## src/rtl/jam_pkg.sv

```systemverilog
// Shared types and constant functions for the exhaustive job-assignment solver.
package jam_pkg;

    typedef enum logic [2:0] {
        ST_IDLE,
        ST_CAL,
        ST_CHECK,
        ST_NEXT,
        ST_DONE
    } state_t;

    function automatic int unsigned clog2(input int unsigned v);
        int unsigned r;
        r = 0;
        while ((64'd1 << r) < 64'(v)) r++;
        return r;
    endfunction

    function automatic longint unsigned factorial(input int unsigned n);
        longint unsigned f;
        f = 1;
        for (int unsigned i = 2; i <= n; i++) f = f * longint'(i);
        return f;
    endfunction

endpackage

```

## src/rtl/jam_next_perm.sv

```systemverilog
// Combinational lexicographic successor of an N-element permutation; flags the last one.
module jam_next_perm
    import jam_pkg::*;
#(
    parameter int unsigned N     = 8,
    parameter int unsigned IDX_W = 3
) (
    input  logic [N-1:0][IDX_W-1:0] seq,
    output logic [N-1:0][IDX_W-1:0] seq_next,
    output logic                    last
);

    int unsigned      p, q, s;
    logic [IDX_W-1:0] pv, qv, sv;

    always_comb begin
        seq_next = seq;
        last     = 1'b1;
        p        = 0;
        q        = 0;
        s        = 0;
        pv       = '0;
        qv       = '0;
        sv       = '0;
        for (int unsigned i = 0; i < N - 1; i++) begin
            if (seq[i] < seq[i+1]) begin
                p    = i;
                last = 1'b0;
            end
        end
        for (int unsigned i = 0; i < N; i++) begin
            if (i == p) pv = seq[i];
        end
        for (int unsigned i = 0; i < N; i++) begin
            if (i > p && seq[i] > pv) q = i;
        end
        for (int unsigned i = 0; i < N; i++) begin
            if (i == q) qv = seq[i];
        end
        // Swap p/q and reverse the tail in one pass: slot i>p reads the swapped value at N+p-i.
        for (int unsigned i = 0; i < N; i++) begin
            if (i == p) begin
                seq_next[i] = qv;
            end else if (i > p) begin
                s  = N + p - i;
                sv = '0;
                for (int unsigned m = 0; m < N; m++) begin
                    if (m == s) sv = (m == q) ? pv : seq[m];
                end
                seq_next[i] = sv;
            end
        end
    end

endmodule

```

## src/rtl/jam_search.sv

```systemverilog
// Exhaustive N x N job-assignment search: sums every permutation's costs from an
// external table and reports the minimum total and how many permutations reach it.
module jam_search
    import jam_pkg::*;
#(
    parameter int unsigned N      = 8,
    parameter int unsigned COST_W = 7,
    parameter int unsigned IDX_W  = (clog2(N) < 1) ? 1 : clog2(N),
    parameter int unsigned SUM_W  = COST_W + clog2(N),
    parameter int unsigned MC_W   = 16
) (
    input  logic              CLK,
    input  logic              RST,
    input  logic              Start,
    output logic              Busy,
    output logic [IDX_W-1:0]  W,
    output logic [IDX_W-1:0]  J,
    input  logic [COST_W-1:0] Cost,
    output logic [MC_W-1:0]   MatchCount,
    output logic [SUM_W-1:0]  MinCost,
    output logic              Valid
);

    if (N < 2 || N > 8) begin : g_bad_n
        $error("jam_search: N must be in 2..8");
    end
    if (factorial(N) >= (64'd1 << MC_W)) begin : g_bad_mc_w
        $error("jam_search: MC_W too narrow to hold N!");
    end

    localparam logic [IDX_W-1:0] K_LAST = IDX_W'(N - 1);

    state_t                  state, state_nx;
    logic [N-1:0][IDX_W-1:0] seq, seq_succ;
    logic                    seq_last;
    logic [IDX_W-1:0]        k;
    logic [SUM_W-1:0]        acc, best;
    logic [MC_W-1:0]         cnt;

    jam_next_perm #(
        .N     (N),
        .IDX_W (IDX_W)
    ) u_next_perm (
        .seq      (seq),
        .seq_next (seq_succ),
        .last     (seq_last)
    );

    always_ff @(posedge CLK) begin
        if (RST) state <= ST_IDLE;
        else     state <= state_nx;
    end

    always_comb begin
        state_nx = state;
        case (state)
            ST_IDLE:  if (Start) state_nx = ST_CAL;
            ST_CAL:   if (k == K_LAST) state_nx = ST_CHECK;
            ST_CHECK: state_nx = ST_NEXT;
            ST_NEXT:  state_nx = seq_last ? ST_DONE : ST_CAL;
            ST_DONE:  state_nx = ST_IDLE;
            default:  state_nx = ST_IDLE;
        endcase
    end

    assign Busy  = (state != ST_IDLE);
    assign Valid = (state == ST_DONE);

    always_ff @(posedge CLK) begin
        if (RST) begin
            for (int unsigned i = 0; i < N; i++) seq[i] <= IDX_W'(i);
            k          <= '0;
            acc        <= '0;
            best       <= '1;
            cnt        <= '0;
            W          <= '0;
            J          <= '0;
            MinCost    <= '0;
            MatchCount <= '0;
        end else begin
            case (state)
                ST_IDLE: begin
                    if (Start) begin
                        for (int unsigned i = 0; i < N; i++) seq[i] <= IDX_W'(i);
                        k    <= '0;
                        acc  <= '0;
                        best <= '1;
                        cnt  <= '0;
                        W    <= '0;
                        J    <= '0;
                    end
                end
                ST_CAL: begin
                    acc <= acc + SUM_W'(Cost);
                    if (k != K_LAST) begin
                        k <= k + 1'b1;
                        W <= k + 1'b1;
                        J <= seq[k + 1'b1];
                    end
                end
                ST_CHECK: begin
                    if (acc < best) begin
                        best <= acc;
                        cnt  <= MC_W'(1);
                    end else if (acc == best) begin
                        cnt  <= cnt + 1'b1;
                    end
                end
                ST_NEXT: begin
                    if (seq_last) begin
                        // Results are loaded here so they are already visible in the Valid cycle.
                        MinCost    <= best;
                        MatchCount <= cnt;
                    end else begin
                        seq <= seq_succ;
                        acc <= '0;
                        k   <= '0;
                        W   <= '0;
                        J   <= seq_succ[0];
                    end
                end
                default: ;
            endcase
        end
    end

endmodule

```

## config.mk

```make
export PLATFORM = sky130hd
export DESIGN_NAME = jam_search
export DESIGN_NICKNAME = d
export VERILOG_FILES = /design/src/rtl/jam_pkg.sv /design/src/rtl/jam_next_perm.sv /design/src/rtl/jam_search.sv
export SDC_FILE = /design/constraint.sdc
export NUM_CORES = 1
export LEC_CHECK = 0
export ABC_CLOCK_PERIOD_IN_PS = 11030
export CAP_MARGIN = 20
export CORE_MARGIN = 2
export CORE_UTILIZATION = 40
export DETAILED_ROUTE_END_ITERATION = 8
export GPL_TIMING_DRIVEN = 1
export MAX_ROUTING_LAYER = met4
export PLACE_DENSITY_LB_ADDON = 0.3
export SYNTH_ARGS = -nofsm -noshare
export SYNTH_HDL_FRONTEND = slang
export SYNTH_SLANG_ARGS = --single-unit
```

## constraint.sdc

```tcl
create_clock -name CLK -period 11.03 [get_ports CLK]
set_clock_uncertainty 0.15 [all_clocks]
set_input_delay 2.206 -clock CLK [delete_from_list [all_inputs] [get_ports CLK]]
set_output_delay 2.206 -clock CLK [all_outputs]
set_load 0.05 [all_outputs]
```

Yosys cells after proc, flatten, opt, wreduce, memory -nomap -nowiden --
Cells that the tools add are included.
Storage, ports and cells: flip-flop bits (word level) 95, output and inout port bits 34, logic and storage cells 327
Cells by class: add/sub/neg operators 11, $lt $le $gt $ge 24, equal/unequal tests 90, mux-type cells 150, reductions and logical operators 36
Operators with widths (count):
- 3-bit by 32-bit equality test with 1-bit output, first input constant | 32
- 2-bit by 32-bit equality test with 1-bit output, first input constant | 16
- 3-bit two-way mux | 120
- 32-bit zero test | 10
- 1-bit by 32-bit equality test with 1-bit output, first input constant | 8
- 32-bit by 3-bit subtractor with 32-bit output, second input constant | 4
- 32-bit by 2-bit subtractor with 32-bit output, second input constant | 2
- 16-bit two-way mux | 3
- 24-bit two-way mux | 2
- 24-bit one-hot mux with 2 select lines | 1
- 10-bit two-way mux | 4
- 16-bit one-hot mux with 2 select lines | 1
- 4-bit AND reduction | 8
- 32-bit by 1-bit subtractor with 32-bit output, second input constant | 1
- 10-bit one-hot mux with 3 select lines | 1
- 3-bit equality test, first input constant | 8
- 3-bit > comparator | 7
- 3-bit < comparator | 7
- 3-bit by 1-bit inequality test with 1-bit output, second input constant | 7
- 10-bit one-hot mux with 2 select lines | 1
- 3-bit one-hot mux with 3 select lines | 2
- 16-bit by 1-bit adder with 16-bit output, second input constant | 1
- 2-bit by 3-bit equality test with 1-bit output, first input constant | 4
- 3-bit > comparator, first input constant | 4
- other kinds (24) | 57

Depth between registers and ports, before layout --
depth after elaboration 39, depth in mapped cells 32

Modules after synthesis --
From an unflattened synthesis, not the netlist that was laid out.
Second synthesis, totals: cell total of the unflattened synthesis 1199, area, all modules 8794.7 µm²
Modules (own cells, without submodules):
- jam_search | instances 1, cells each 571, area an instance 4740.8 µm², sequential area each 1901.8 µm²
- jam_next_perm | instances 1, cells each 628, area an instance 4053.9 µm², sequential area each 0.0 µm²

Worst setup path after synthesis --
OpenSTA, ideal clock, no wires.
kind flip-flop to flip-flop, start point reg seq[20] in the netlist's numbering, end point reg seq[23] in the netlist's numbering, arrival time 7.308 ns, required time 10.746 ns, path slack 3.438 ns, cell stages (with the launch flop) 31, clock period less this slack 7.592 ns, path through dfxtp_1 -> inv_1 -> ha_1 -> a21o_1 -> a31o_2 -> clkbuf_1 -> a31o_2 -> clkbuf_1 -> clkinv_1 -> clkbuf_1 -> ha_1 -> clkbuf_1 -> nand3_1 -> mux2_2 -> a2111o_1 -> a31oi_1 -> inv_1 -> ha_1 -> nand2_1 -> or3_1 -> o41ai_1 -> a31oi_1 -> o211ai_1 -> a211o_1 -> nand4_1 -> or4_1 -> buf_6 -> mux2i_2 -> a21oi_1 -> a21oi_1 -> or4_1
On the way: longest elaborated chain between the ends 35, elaborated cells on any way between the ends 99
Ends and longest elaborated chain:
- start: declaration | RTL line jam_search.sv:34 | logic [N-1:0][IDX_W-1:0] seq, seq_succ;
- start signal: assignment | RTL line jam_search.sv:115 | seq <= seq_succ;
- 3-bit < comparator | RTL line jam_next_perm.sv:26 | if (seq[i] < seq[i+1]) begin
- 3-bit two-way mux (2 in a row) | RTL line jam_next_perm.sv:26
- 32-bit zero test | RTL line jam_next_perm.sv:32 | if (i == p) pv = seq[i];
- 3-bit two-way mux (8 in a row) | RTL line jam_next_perm.sv:32
- 3-bit > comparator | RTL line jam_next_perm.sv:35 | if (i > p && seq[i] > pv) q = i;
- 1-bit logical AND | RTL line jam_next_perm.sv:35
- 1-bit two-way mux | RTL line jam_next_perm.sv:35
- 2-bit two-way mux (2 in a row) | RTL line jam_next_perm.sv:35
- 3-bit two-way mux (4 in a row) | RTL line jam_next_perm.sv:35
- 32-bit zero test | RTL line jam_next_perm.sv:38, jam_next_perm.sv:48
- 3-bit two-way mux (9 in a row) | RTL line jam_next_perm.sv:48 | if (m == s) sv = (m == q) ? pv : seq[m];
- 3-bit two-way mux | RTL line jam_next_perm.sv:44 | end else if (i > p) begin
- 3-bit two-way mux | RTL line jam_next_perm.sv:42 | if (i == p) begin
- 24-bit two-way mux | RTL line jam_search.sv:110 | if (seq_last) begin
- 24-bit one-hot mux with 2 select lines | RTL line jam_search.sv:81 | case (state)
Several ways; a longest one is shown, not always the timed one. The select of a mux whose other input is x is not followed. A chain may end at the register's enable or synchronous reset.

Worst setup path after layout --
start point reg seq[20] in the netlist's numbering, end point reg seq[10] in the netlist's numbering
Same word-level chain as after synthesis.

==> run metrics <==
status=finished clean; DR iter-0 viols=1068; Seq/Total Area, Yosys=23.0%; CTS clk-pin slew, worst paths=0.08 ns; EDFF count, synth=0; cts hold-fix bufs=0; syn_nets=1180; RSZ-0062 raised after global routing=no; HPWL Detailed=24.1 mm; First-pass DRT Iterations=6; largest net degree at the start of global routing=59; top cells by area, synth=dfxtp_1 23%, ha_1 8.6%, nand2_1 7.3%; total global-route track usage=30.6%; Synth area leader=dfxtp_1; initial antenna violation count=0; Tcrit/Tclk final=85.6%; Fmax=106 MHz; crit-path max cell delay=0.79 ns; Worst path most repeated cell=inv_1; FF+latch area=1900 um^2; Critical Path Source Type=register; Critical Path Sink Type=register; H-tree depth=3; area of the multi-input gates=5950 um^2; worst-path fanout max=22; clock sink count=95; # fillers=2044; Cell Area, Synth=8270 um^2; worst endpoint data arrival time=9.50 ns; number of buffers created by CTS=9; routed via count=9198; cts repair resizes=0; layout net count=1206; Clock Path Buffers=2; setup ws final=1.59 ns; ys async rst share=0%; Hold Crit Depth=2; final setup vio count=0; CP required=11.09 ns; post-layout util=46.3%; pins over their slew limit=0; r2r setup slk=1.59 ns; DRC viols=0; first-pass GRT wire length=50.3 mm; Sum Neg Setup Slack=0 ns; IO Port Bufs=43; postcts setup bufs=0; num rows=52; TritonCTS clock tree=built; Syn Area/Cell=7.43 um^2; top routing layer used=met4; routed wl met2=13.6 mm; crit path kind=reg -> reg; met1 WL=14.0 mm; cells after synthesis=1112; WL final=32.6 mm; overall die width=148 um; commonest non-fill, non-tap cell in the layout=nand2_1; Netlist cell types=93; worst hold endpoint=MinCost[8]; R2R Path Start=seq[20]; Tmin final=9.44 ns; diode count=0; pre-CTS setup slack=2.07 ns; core area=20200 um^2; Antenna Nets Post-Route=0; power per cell area=84.0 nW/um^2; Warnings, synthesis=0; CTS Root Cell=clkbuf_16; Hold Slack=0.303 ns; Yosys reg bits=95; Worst-Margin Slew=0.922 ns; Peak supply drop=61.3 uV; Hold Fails Final Rpt=0; end of the worst register-to-register path=seq[10]; Synth top area share=23.0%; Initial Utilization=40.9%; WL met3=3.29 mm; r2r worst-path depth=30; synth-to-layout area growth=13.2%; gpl congestion=1.04; die height=148 um; Skew-Pair Late Insertion Delay=0.36 ns; Hold Crit Class=reg -> reg; IO Pins=44; HP Start=MinCost[8]; drt via density=6.51; vias in the first global route=8534; Slew HR=37.9%; max_cap viols=0; Post-synth top flop=dfxtp_1; Die ar.=21800 um^2; Critical-path top delay cell=or4_1; cell leakage power=3.66 nW; most frequent cells in the layout=160 x nand2_1, 111 x nor2_1, 95 x dfxtp_1, 94 x a21oi_1, 64 x o21ai_0; layout cells sized above 1=7.88%; Remaining Overflow, GRT=0; Avg WL per Cell=23.1 um
worst max path at each step:
stage | endpoint | cells past startpoint | slack [ns] | startpoint
6_report | seq[10] | 30 | 1.59 | seq[20]
3_3_place_gp | seq[10] | 30 | 1.86 | seq[20]
3_5_place_dp | seq[10] | 30 | 2.07 | seq[20]
4_1_cts | seq[10] | 30 | 2.04 | seq[20]
5_1_grt | seq[10] | 30 | 1.30 | seq[20]
2_1_floorplan | seq[23] | 30 | 3.44 | seq[20]
area by class of cell:
| class | instances | area share, % |
|---|---|---|
| Multi-Input combinational cell | 909 | 63.5 |
| Inverter | 52 | 2.11 |
| Timing Repair Buffer | 71 | 6.79 |
| Clock inverter | 6 | 1.23 |
| Clock buffer | 9 | 2.41 |
| Tap cell | 270 | 3.61 |
| Sequential cell | 95 | 20.3 |
metal layers:
layer	up-vias	track usage [%]
li1	4198	-
met1	4300	41.4
met2	563	42.9
met3	137	6.33
met4	0	15.5
met5	-	-
cell families (layout without fill, tap and decap cells):
family / count (synthesis) / in the layout / synth area share (%)
XOR/XNOR: 18 / 18 / 1.91
multiplexers: 41 / 41 / 6.14
AND/OR/NAND/NOR: 423 / 423 / 23.2
AO/OA/AOI/OAI: 369 / 369 / 31.7
flip-flops: 95 / 95 / 23.0
adder cells (fa/ha/maj): 58 / 58 / 8.87
buffers and inverters: 108 / 138 / 5.19
where the power goes:
part	internal (mW)	total (mW)	leakage (nW)	switching (mW)
Combinational	0.0221	0.0590	2.73	0.0368
Clock	0.223	0.376	0.163	0.154
Sequential	0.346	0.351	0.767	0.00554
metrics by stage:
stage,power (mW),cell area (um^2),std cells
after floorplan,0.399,8270,1112
after global placement,0.417,9020,1397
after detailed placement,0.418,9020,1397
after CTS,0.791,9360,1412
after global routing,0.809,9360,1412
final,0.787,9360,1412
cell usage after synthesis, drive strengths merged, types with 5 or more instances:
cell type	number
buf	10
o21ai	71
a311oi	6
mux4	6
ha	57
nor4	7
o211a	5
nand4	16
o31ai	7
o211ai	17
nand2b	5
and3	8
o22ai	7
mux2	5
inv	49
nand2	160
dfxtp	95
a21o	17
nor3	37
o221ai	12
a2111oi	10
nor2	112
o2111ai	5
a211oi	14
and2	6
or3	5
a21oi	94
nand3	43
o311ai	7
xor2	13
a22oi	12
xnor2	5
clkbuf	46
a211o	9
mux2i	30
a32oi	7
a31oi	14
nor2b	15
o21a	5
a21boi	6
worst max-delay path: cells and delay by family, from the launching register on:
| kind | cells | cell delay [ns] |
|---|---|---|
| AO/OA/AOI/OAI | 12 | 2.90 |
| adder cells (fa/ha/maj) | 3 | 1.04 |
| buffers and inverters | 7 | 1.71 |
| flip-flops | 1 | 0.60 |
| multiplexers | 1 | 0.70 |
| AND/OR/NAND/NOR | 7 | 2.13 |
state kept, by name (all words and copies together), names as in the netlist:
| name | count |
|---|---|
| J | 3 |
| MatchCount | 16 |
| MinCost | 10 |
| acc | 10 |
| best | 10 |
| cnt | 16 |
| k | 3 |
| seq | 24 |
| state | 3 |
Power figures use the tool's default switching activity.
